[src/rtl/kpscan.sv]
// rtl/kpscan.sv - 4x4 keypad column scanner with row synchroniser and press/release debounce
//
// Purpose:
//    Rotates an active-low one-hot column select across the keypad, synchronises
//    the raw rows for the external decoder, and turns the decoder's kphit/num into
//    one debounced key event per physical press.
//
// Ports:
//    clk        system clock, rising edge
//    reset_n    asynchronous active-low reset
//    kpr        raw keypad rows, active-low, asynchronous to clk
//    kphit      decoder key-present flag (from kpr_sync and kpc)
//    num        decoder key code
//    kpc        column select, one-hot active-low, registered
//    kpr_sync   kpr after a 2-flop synchroniser, feeds the decoder
//    key_valid  one-cycle pulse when a debounced press is accepted
//    key_num    code of the last accepted key
//    key_held   high from accept until the release is debounced

module kpscan #(
   parameter int SCAN_DIV   = 1000,
   parameter int DEB_CYCLES = 50000
) (
   input  logic       clk,
   input  logic       reset_n,
   input  logic [3:0] kpr,
   input  logic       kphit,
   input  logic [3:0] num,
   output logic [3:0] kpc,
   output logic [3:0] kpr_sync,
   output logic       key_valid,
   output logic [3:0] key_num,
   output logic       key_held
);

   localparam int DW = $clog2(SCAN_DIV);
   localparam int BW = $clog2(DEB_CYCLES);

   localparam logic [DW-1:0] DIV_LAST = DW'(SCAN_DIV - 1);
   localparam logic [BW-1:0] DEB_LAST = BW'(DEB_CYCLES - 1);
   // The zero cycle seen in HELD counts toward the release, so RELEASE
   // itself only needs DEB_CYCLES-1 zeros: leave when the count would reach it.
   localparam logic [BW-1:0] REL_LAST = BW'(DEB_CYCLES - 2);

   typedef enum logic [1:0] {
      SCAN     = 2'd0,
      DEBOUNCE = 2'd1,
      HELD     = 2'd2,
      RELEASE  = 2'd3
   } state_t;

   state_t        state, state_d;
   logic [3:0]    sync1;
   logic [DW-1:0] div_cnt, div_d;
   logic [BW-1:0] deb_cnt, deb_d;
   logic [3:0]    cand, cand_d;
   logic [3:0]    kpc_d, kpc_rot;
   logic          valid_d, held_d;
   logic [3:0]    num_d;
   logic          key_match;

   // Row synchroniser; reset to idle (no row pulled low).
   always_ff @(posedge clk or negedge reset_n) begin
      if (!reset_n) begin
         sync1    <= 4'b1111;
         kpr_sync <= 4'b1111;
      end else begin
         sync1    <= kpr;
         kpr_sync <= sync1;
      end
   end

   always_ff @(posedge clk or negedge reset_n) begin
      if (!reset_n) begin
         state     <= SCAN;
         kpc       <= 4'b0111;
         div_cnt   <= '0;
         deb_cnt   <= '0;
         cand      <= 4'h0;
         key_valid <= 1'b0;
         key_num   <= 4'h0;
         key_held  <= 1'b0;
      end else begin
         state     <= state_d;
         kpc       <= kpc_d;
         div_cnt   <= div_d;
         deb_cnt   <= deb_d;
         cand      <= cand_d;
         key_valid <= valid_d;
         key_num   <= num_d;
         key_held  <= held_d;
      end
   end

   // Rotate the single low bit one place to the right: 0111 -> 1011 -> ...
   assign kpc_rot   = {kpc[0], kpc[3:1]};
   assign key_match = kphit && (num == cand);

   always_comb begin
      state_d = state;
      kpc_d   = kpc;
      div_d   = '0;
      deb_d   = deb_cnt;
      cand_d  = cand;
      valid_d = 1'b0;
      num_d   = key_num;
      held_d  = key_held;

      case (state)
         SCAN: begin
            deb_d = '0;
            // Only look at kphit at the end of the dwell so the synchroniser
            // has settled on the current column.
            if (div_cnt == DIV_LAST) begin
               if (kphit) begin
                  cand_d  = num;
                  state_d = DEBOUNCE;
               end else begin
                  kpc_d = kpc_rot;
               end
            end else begin
               div_d = div_cnt + 1'b1;
            end
         end

         DEBOUNCE: begin
            if (!key_match) begin
               state_d = SCAN;
               kpc_d   = kpc_rot;
               deb_d   = '0;
            end else if (deb_cnt == DEB_LAST) begin
               valid_d = 1'b1;
               num_d   = cand;
               held_d  = 1'b1;
               deb_d   = '0;
               state_d = HELD;
            end else begin
               deb_d = deb_cnt + 1'b1;
            end
         end

         HELD: begin
            // A different code while held is ignored: no roll-over.
            if (!kphit) begin
               deb_d   = '0;
               state_d = RELEASE;
            end
         end

         RELEASE: begin
            if (kphit) begin
               deb_d   = '0;
               state_d = HELD;
            end else if (deb_cnt == REL_LAST) begin
               held_d  = 1'b0;
               kpc_d   = kpc_rot;
               deb_d   = '0;
               state_d = SCAN;
            end else begin
               deb_d = deb_cnt + 1'b1;
            end
         end

         default: begin
            state_d = SCAN;
            deb_d   = '0;
         end
      endcase
   end

endmodule

[config.mk]
export PLATFORM = sky130hd
export DESIGN_NAME = kpscan
export DESIGN_NICKNAME = d
export VERILOG_FILES = /design/src/rtl/kpscan.sv
export SDC_FILE = /design/constraint.sdc
export NUM_CORES = 1
export LEC_CHECK = 0
export CAP_MARGIN = 20
export CELL_PAD_IN_SITES_DETAIL_PLACEMENT = 0
export CELL_PAD_IN_SITES_GLOBAL_PLACEMENT = 1
export CORE_ASPECT_RATIO = 0.6
export CORE_MARGIN = 2
export CORE_UTILIZATION = 44
export DETAILED_ROUTE_END_ITERATION = 8
export HOLD_SLACK_MARGIN = 0.12
export PLACE_DENSITY_LB_ADDON = 0.1
export SYNTH_ARGS = -nofsm -noshare
export SYNTH_HDL_FRONTEND = slang
export SYNTH_SLANG_ARGS = --single-unit
export TNS_END_PERCENT = 5
[constraint.sdc]
create_clock -name clk -period 2.4 [get_ports clk]
set_clock_uncertainty 0.1 [all_clocks]
set_input_delay 0.48 -clock clk [delete_from_list [all_inputs] [get_ports clk]]
set_output_delay 0.48 -clock clk [all_outputs]
set_load 0.02 [all_outputs]
==> tab_implementation.tex <==
\begin{tabular}{lr}
\hline
Metric & Value \\
\hline
\multicolumn{2}{l}{\textbf{Worst setup path}} \\
Setup slack of the worst register-to-register path & 0.17 ns \\
Category of the worst setup path capture point & register \\
Startpoint type of the worst setup path & register \\
Critical Path AT & 2.31 ns \\
Largest delay contributor family on the critical path & simple AND/OR/NAND/NOR gates \\
Cell breakdown of the critical path & or4\_4, nor4\_2, nor3\_2, nor2\_4, buf\_12, o211ai\_1 \\
CP max FO & 11 \\
Crit path largest cell delay & 0.59 ns \\
Library cell contributing the largest single delay on the critical path & sky130\_fd\_sc\_hd\_\_or4\_4 \\
Worst path required time & 2.48 ns \\
Logic depth of the worst register-to-register path & 6 \\
Worst Setup Path Type & reg -> reg \\
Worst flop-to-flop path startpoint & deb\_cnt[11] \\
FF-to-FF End & deb\_cnt[4] \\
Buffers and inverters on the worst path & 1 \\
\multicolumn{2}{l}{\textbf{Detailed routing}} \\
Post-DR wirelength/cell & 14.6 µm \\
Total via count after detailed routing & 1,708 \\
Average vias per placed instance & 5.21 \\
Count of nets left with antenna violations after detail routing & 0 \\
Total routed wirelength & 4800 µm \\
Number of violations reported at the end of detailed-routing iteration 0 & 119 \\
Number of DRC violations after detailed routing & 0 \\
First-pass iteration count of the detailed router & 4 \\
\multicolumn{2}{l}{\textbf{Global routing}} \\
Maximum number of pins on one net before global-route repair & 51 \\
First-pass GRT wire length & 8170 µm \\
Global-route total usage across every layer & 17.7\% \\
Remaining global-route overflow & 0 \\
Number of antenna violations at the first check in global routing & 0 \\
Via count of the first global-routing pass & 1,605 \\
\multicolumn{2}{l}{\textbf{Clock network}} \\
Clock tree from TritonCTS & yes \\
CTS Buf Count & 5 \\
Clk pin slew, worst setup/hold paths & 0.09 ns \\
CTS HTree Levels & 2 \\
Hold buffer count at CTS & 0 \\
Buffer levels on the longest clock path & 2 \\
Clock latency reported for the late side of the worst-skew pair & 0.30 ns \\
Count of cells resized by post-cts repair & 0 \\
Clock sink total & 50 \\
Setup repair bufs after CTS & 0 \\
Clk root buf & sky130\_fd\_sc\_hd\_\_clkbuf\_8 \\
\multicolumn{2}{l}{\textbf{Floorplanning}} \\
Die Footprint & 6020 µm² \\
Effective utilization at floorplan & 46.3\% \\
I/O Pins & 25 \\
Die width & 98.8 µm \\
Std-Cell Core Area & 5130 µm² \\
Height of the chip & 60.9 µm \\
Total number of placement rows & 20 \\
\multicolumn{2}{l}{\textbf{Logic synthesis}} \\
Largest area contributor in the synthesized netlist & sky130\_fd\_sc\_hd\_\_dfrtp\_1 \\
Count of flip-flops with a built-in enable after synthesis & 0 \\
Avg Synthesized Cell Area & 10.5 µm² \\
Largest cells by area after synthesis & sky130\_fd\_sc\_hd\_\_dfrtp\_1 41\%, sky130\_fd\_sc\_hd\_\_dfstp\_2 12\%, sky130\_fd\_sc\_hd\_\_mux2\_2 6.2\%, sky130\_fd\_sc\_hd\_\_nand2\_1 3.8\%, sky130\_fd\_sc\_hd\_\_xnor2\_1 3.3\% \\
Count of cell types in the netlist & 38 \\
Combined area of all synthesized cells & 2370 µm² \\
Ys flop type & sky130\_fd\_sc\_hd\_\_dfrtp\_1 \\
Yosys synthesis warning count & 0 \\
Top cells by count, synth & 39 x sky130\_fd\_sc\_hd\_\_dfrtp\_1, 24 x sky130\_fd\_sc\_hd\_\_nand2\_1, 19 x sky130\_fd\_sc\_hd\_\_nor2\_1 \\
Most frequent cell after synthesis & sky130\_fd\_sc\_hd\_\_dfrtp\_1 \\
Post-synthesis instance total & 226 \\
Mapped Nets & 240 \\
Area share of the largest cell type after synthesis & 41.1\% \\
Share of synthesized area occupied by flip-flops and latches & 53.3\% \\
Flop and latch count out of synthesis & 50 \\
Post-synthesis async set-or-reset flop share & 100\% \\
\multicolumn{2}{l}{\textbf{Pwr}} \\
Design Power & 0.00154 W \\
Peak supply drop & 0.321 mV \\
Pleak & 1.17 nW \\
Ratio of total power to cell area & 539 nW/µm² \\
\multicolumn{2}{l}{\textbf{Placement}} \\
Gpl congestion & 0.851 \\
Number of port buffers & 24 \\
Half-perimeter wire length after detailed placement & 3540 µm \\
\multicolumn{2}{l}{\textbf{STA}} \\
Maximum achievable frequency & 0.448 GHz \\
Share of the clock period used by the worst path after layout & 92.9\% \\
Slew @ Worst Pin & 0.683 ns \\
Total setup violations reported at the end of the flow & 0 \\
Unrepaired setup endpoints after global routing & no \\
Count of final hold-check violations & 0 \\
Pins over their slew limit & 0 \\
Worst rel slew slack & 54.2\% \\
Time the final worst path needs with I/O delays and setup & 2.23 ns \\
Total Neg Setup Slack & 0 ns \\
\multicolumn{2}{l}{\textbf{Flow run}} \\
Max-cap violations & 0 \\
\multicolumn{2}{l}{\textbf{Finish}} \\
Fraction of final layout cells with drive strength greater than 1 & 19.1\% \\
Net count, final & 275 \\
Layout-stage area growth over the synthesis result & 20.3\% \\
Antenna diode instance count & 0 \\
\multicolumn{2}{l}{\textbf{Outcome}} \\
Outcome & finished, final reports clean \\
\multicolumn{2}{l}{\textbf{Min path}} \\
Class of the most critical hold timing path & in -> async \\
\hline
\end{tabular}
==> through the flow <==
stage / hold slack [ns] / cell area (µm²) / utilization [%] / std cells / worst slack, ns
floorplan: 0.0844 / 2370 / - / 226 / 0.369
global placement: 0.246 / 2770 / 53.9 / 320 / -0.0348
detailed placement: 0.247 / 2770 / 53.9 / 320 / -0.0803
CTS: 0.191 / 2860 / 55.7 / 328 / 0.164
global route: 0.213 / 2860 / 55.7 / 328 / 0.0422
finish: 0.175 / 2860 / 55.7 / 328 / 0.170
==> worst max-delay path by stage <==
stage | start | end | slack, ns | cells past startpoint
final | deb_cnt[11] | deb_cnt[4] | 0.17 | 6
after global routing | deb_cnt[1] | deb_cnt[15] | 0.04 | 7
after CTS | deb_cnt[11] | deb_cnt[4] | 0.16 | 6
after detailed placement | num[0] | deb_cnt[15] | -0.08 | 7
after global placement | num[2] | deb_cnt[15] | -0.03 | 7
after floorplan | deb_cnt[11] | deb_cnt[8] | 0.37 | 6
==> flip-flops by register name, indices dropped and copies added (netlist names) <==
| name | cells |
|---|---|
| state | 2 |
| kpr_sync | 4 |
| key_valid | 1 |
| key_num | 4 |
| sync1 | 4 |
| cand | 4 |
| key_held | 1 |
| deb_cnt | 16 |
| div_cnt | 10 |
| kpc | 4 |
==> worst register-to-register path, delay by kind of cell, from the launching register on <==
kind	cells	cell delay, ns
compound gates	1	0.09
buf+inv	1	0.14
flops	1	0.44
simple gates	4	1.34
==> logic make-up (layout without fill, tap and decap cells) <==
group | count (synthesis) | count (layout) | synth area share, %
simple gates | 96 | 96 | 22.0
flops | 50 | 50 | 53.3
compound gates | 32 | 32 | 7.69
xor+xnor | 16 | 16 | 5.90
mux | 15 | 15 | 7.01
buf+inv | 14 | 50 | 2.53
fa+ha+maj | 3 | 3 | 1.58
==> layout make-up <==
cell class,count,area (µm²)
well taps,66,82.6
clock buffers,5,68.8
flip-flops and latches,50,1260
multi-input cells,162,1050
repair buffers,35,343
fillers,450,2270
inverters,7,26.3
clock inverters,3,21.3
==> where the power goes <==
| group | switching [W] | internal [W] | leakage [nW] |
|---|---|---|---|
| clock network | 0.000280 | 0.000205 | 0.0441 |
| logic | 0.0000870 | 0.0000709 | 0.472 |
| registers | 0.0000248 | 0.000871 | 0.651 |
| total | 0.000392 | 0.00115 | 1.17 |
==> placed cells by master, fill, tap and decap left out, types with 2 or more instances in the layout <==
master / n
sky130_fd_sc_hd__a21oi_1: 6
sky130_fd_sc_hd__nand4b_1: 2
sky130_fd_sc_hd__o22ai_1: 3
sky130_fd_sc_hd__and4_1: 2
sky130_fd_sc_hd__ha_1: 3
sky130_fd_sc_hd__o21ai_1: 7
sky130_fd_sc_hd__nand2_1: 24
sky130_fd_sc_hd__dfrtp_1: 39
sky130_fd_sc_hd__and3_1: 4
sky130_fd_sc_hd__buf_4: 9
sky130_fd_sc_hd__nand4_1: 8
sky130_fd_sc_hd__nor3_1: 6
sky130_fd_sc_hd__clkbuf_8: 5
sky130_fd_sc_hd__or3_1: 5
sky130_fd_sc_hd__xor2_1: 7
sky130_fd_sc_hd__mux2_2: 13
sky130_fd_sc_hd__nor2b_1: 3
sky130_fd_sc_hd__nand3_1: 11
sky130_fd_sc_hd__dfstp_2: 11
sky130_fd_sc_hd__clkdlybuf4s50_1: 23
sky130_fd_sc_hd__o21ai_0: 10
sky130_fd_sc_hd__mux2i_1: 2
sky130_fd_sc_hd__o211ai_1: 2
sky130_fd_sc_hd__and2_1: 2
sky130_fd_sc_hd__nor2_1: 19
sky130_fd_sc_hd__xnor2_1: 9
sky130_fd_sc_hd__buf_12: 2
sky130_fd_sc_hd__nor4_1: 3
sky130_fd_sc_hd__inv_1: 7
==> metal layers <==
layer	vias up	GRT usage [%]	wire (µm)
li1	873	-	-
met1	794	29.1	2810
met2	37	22.1	1690
met3	4	4.61	271
met4	0	5.28	29
met5	-	0	0
Power figures use the tool's default switching activity.
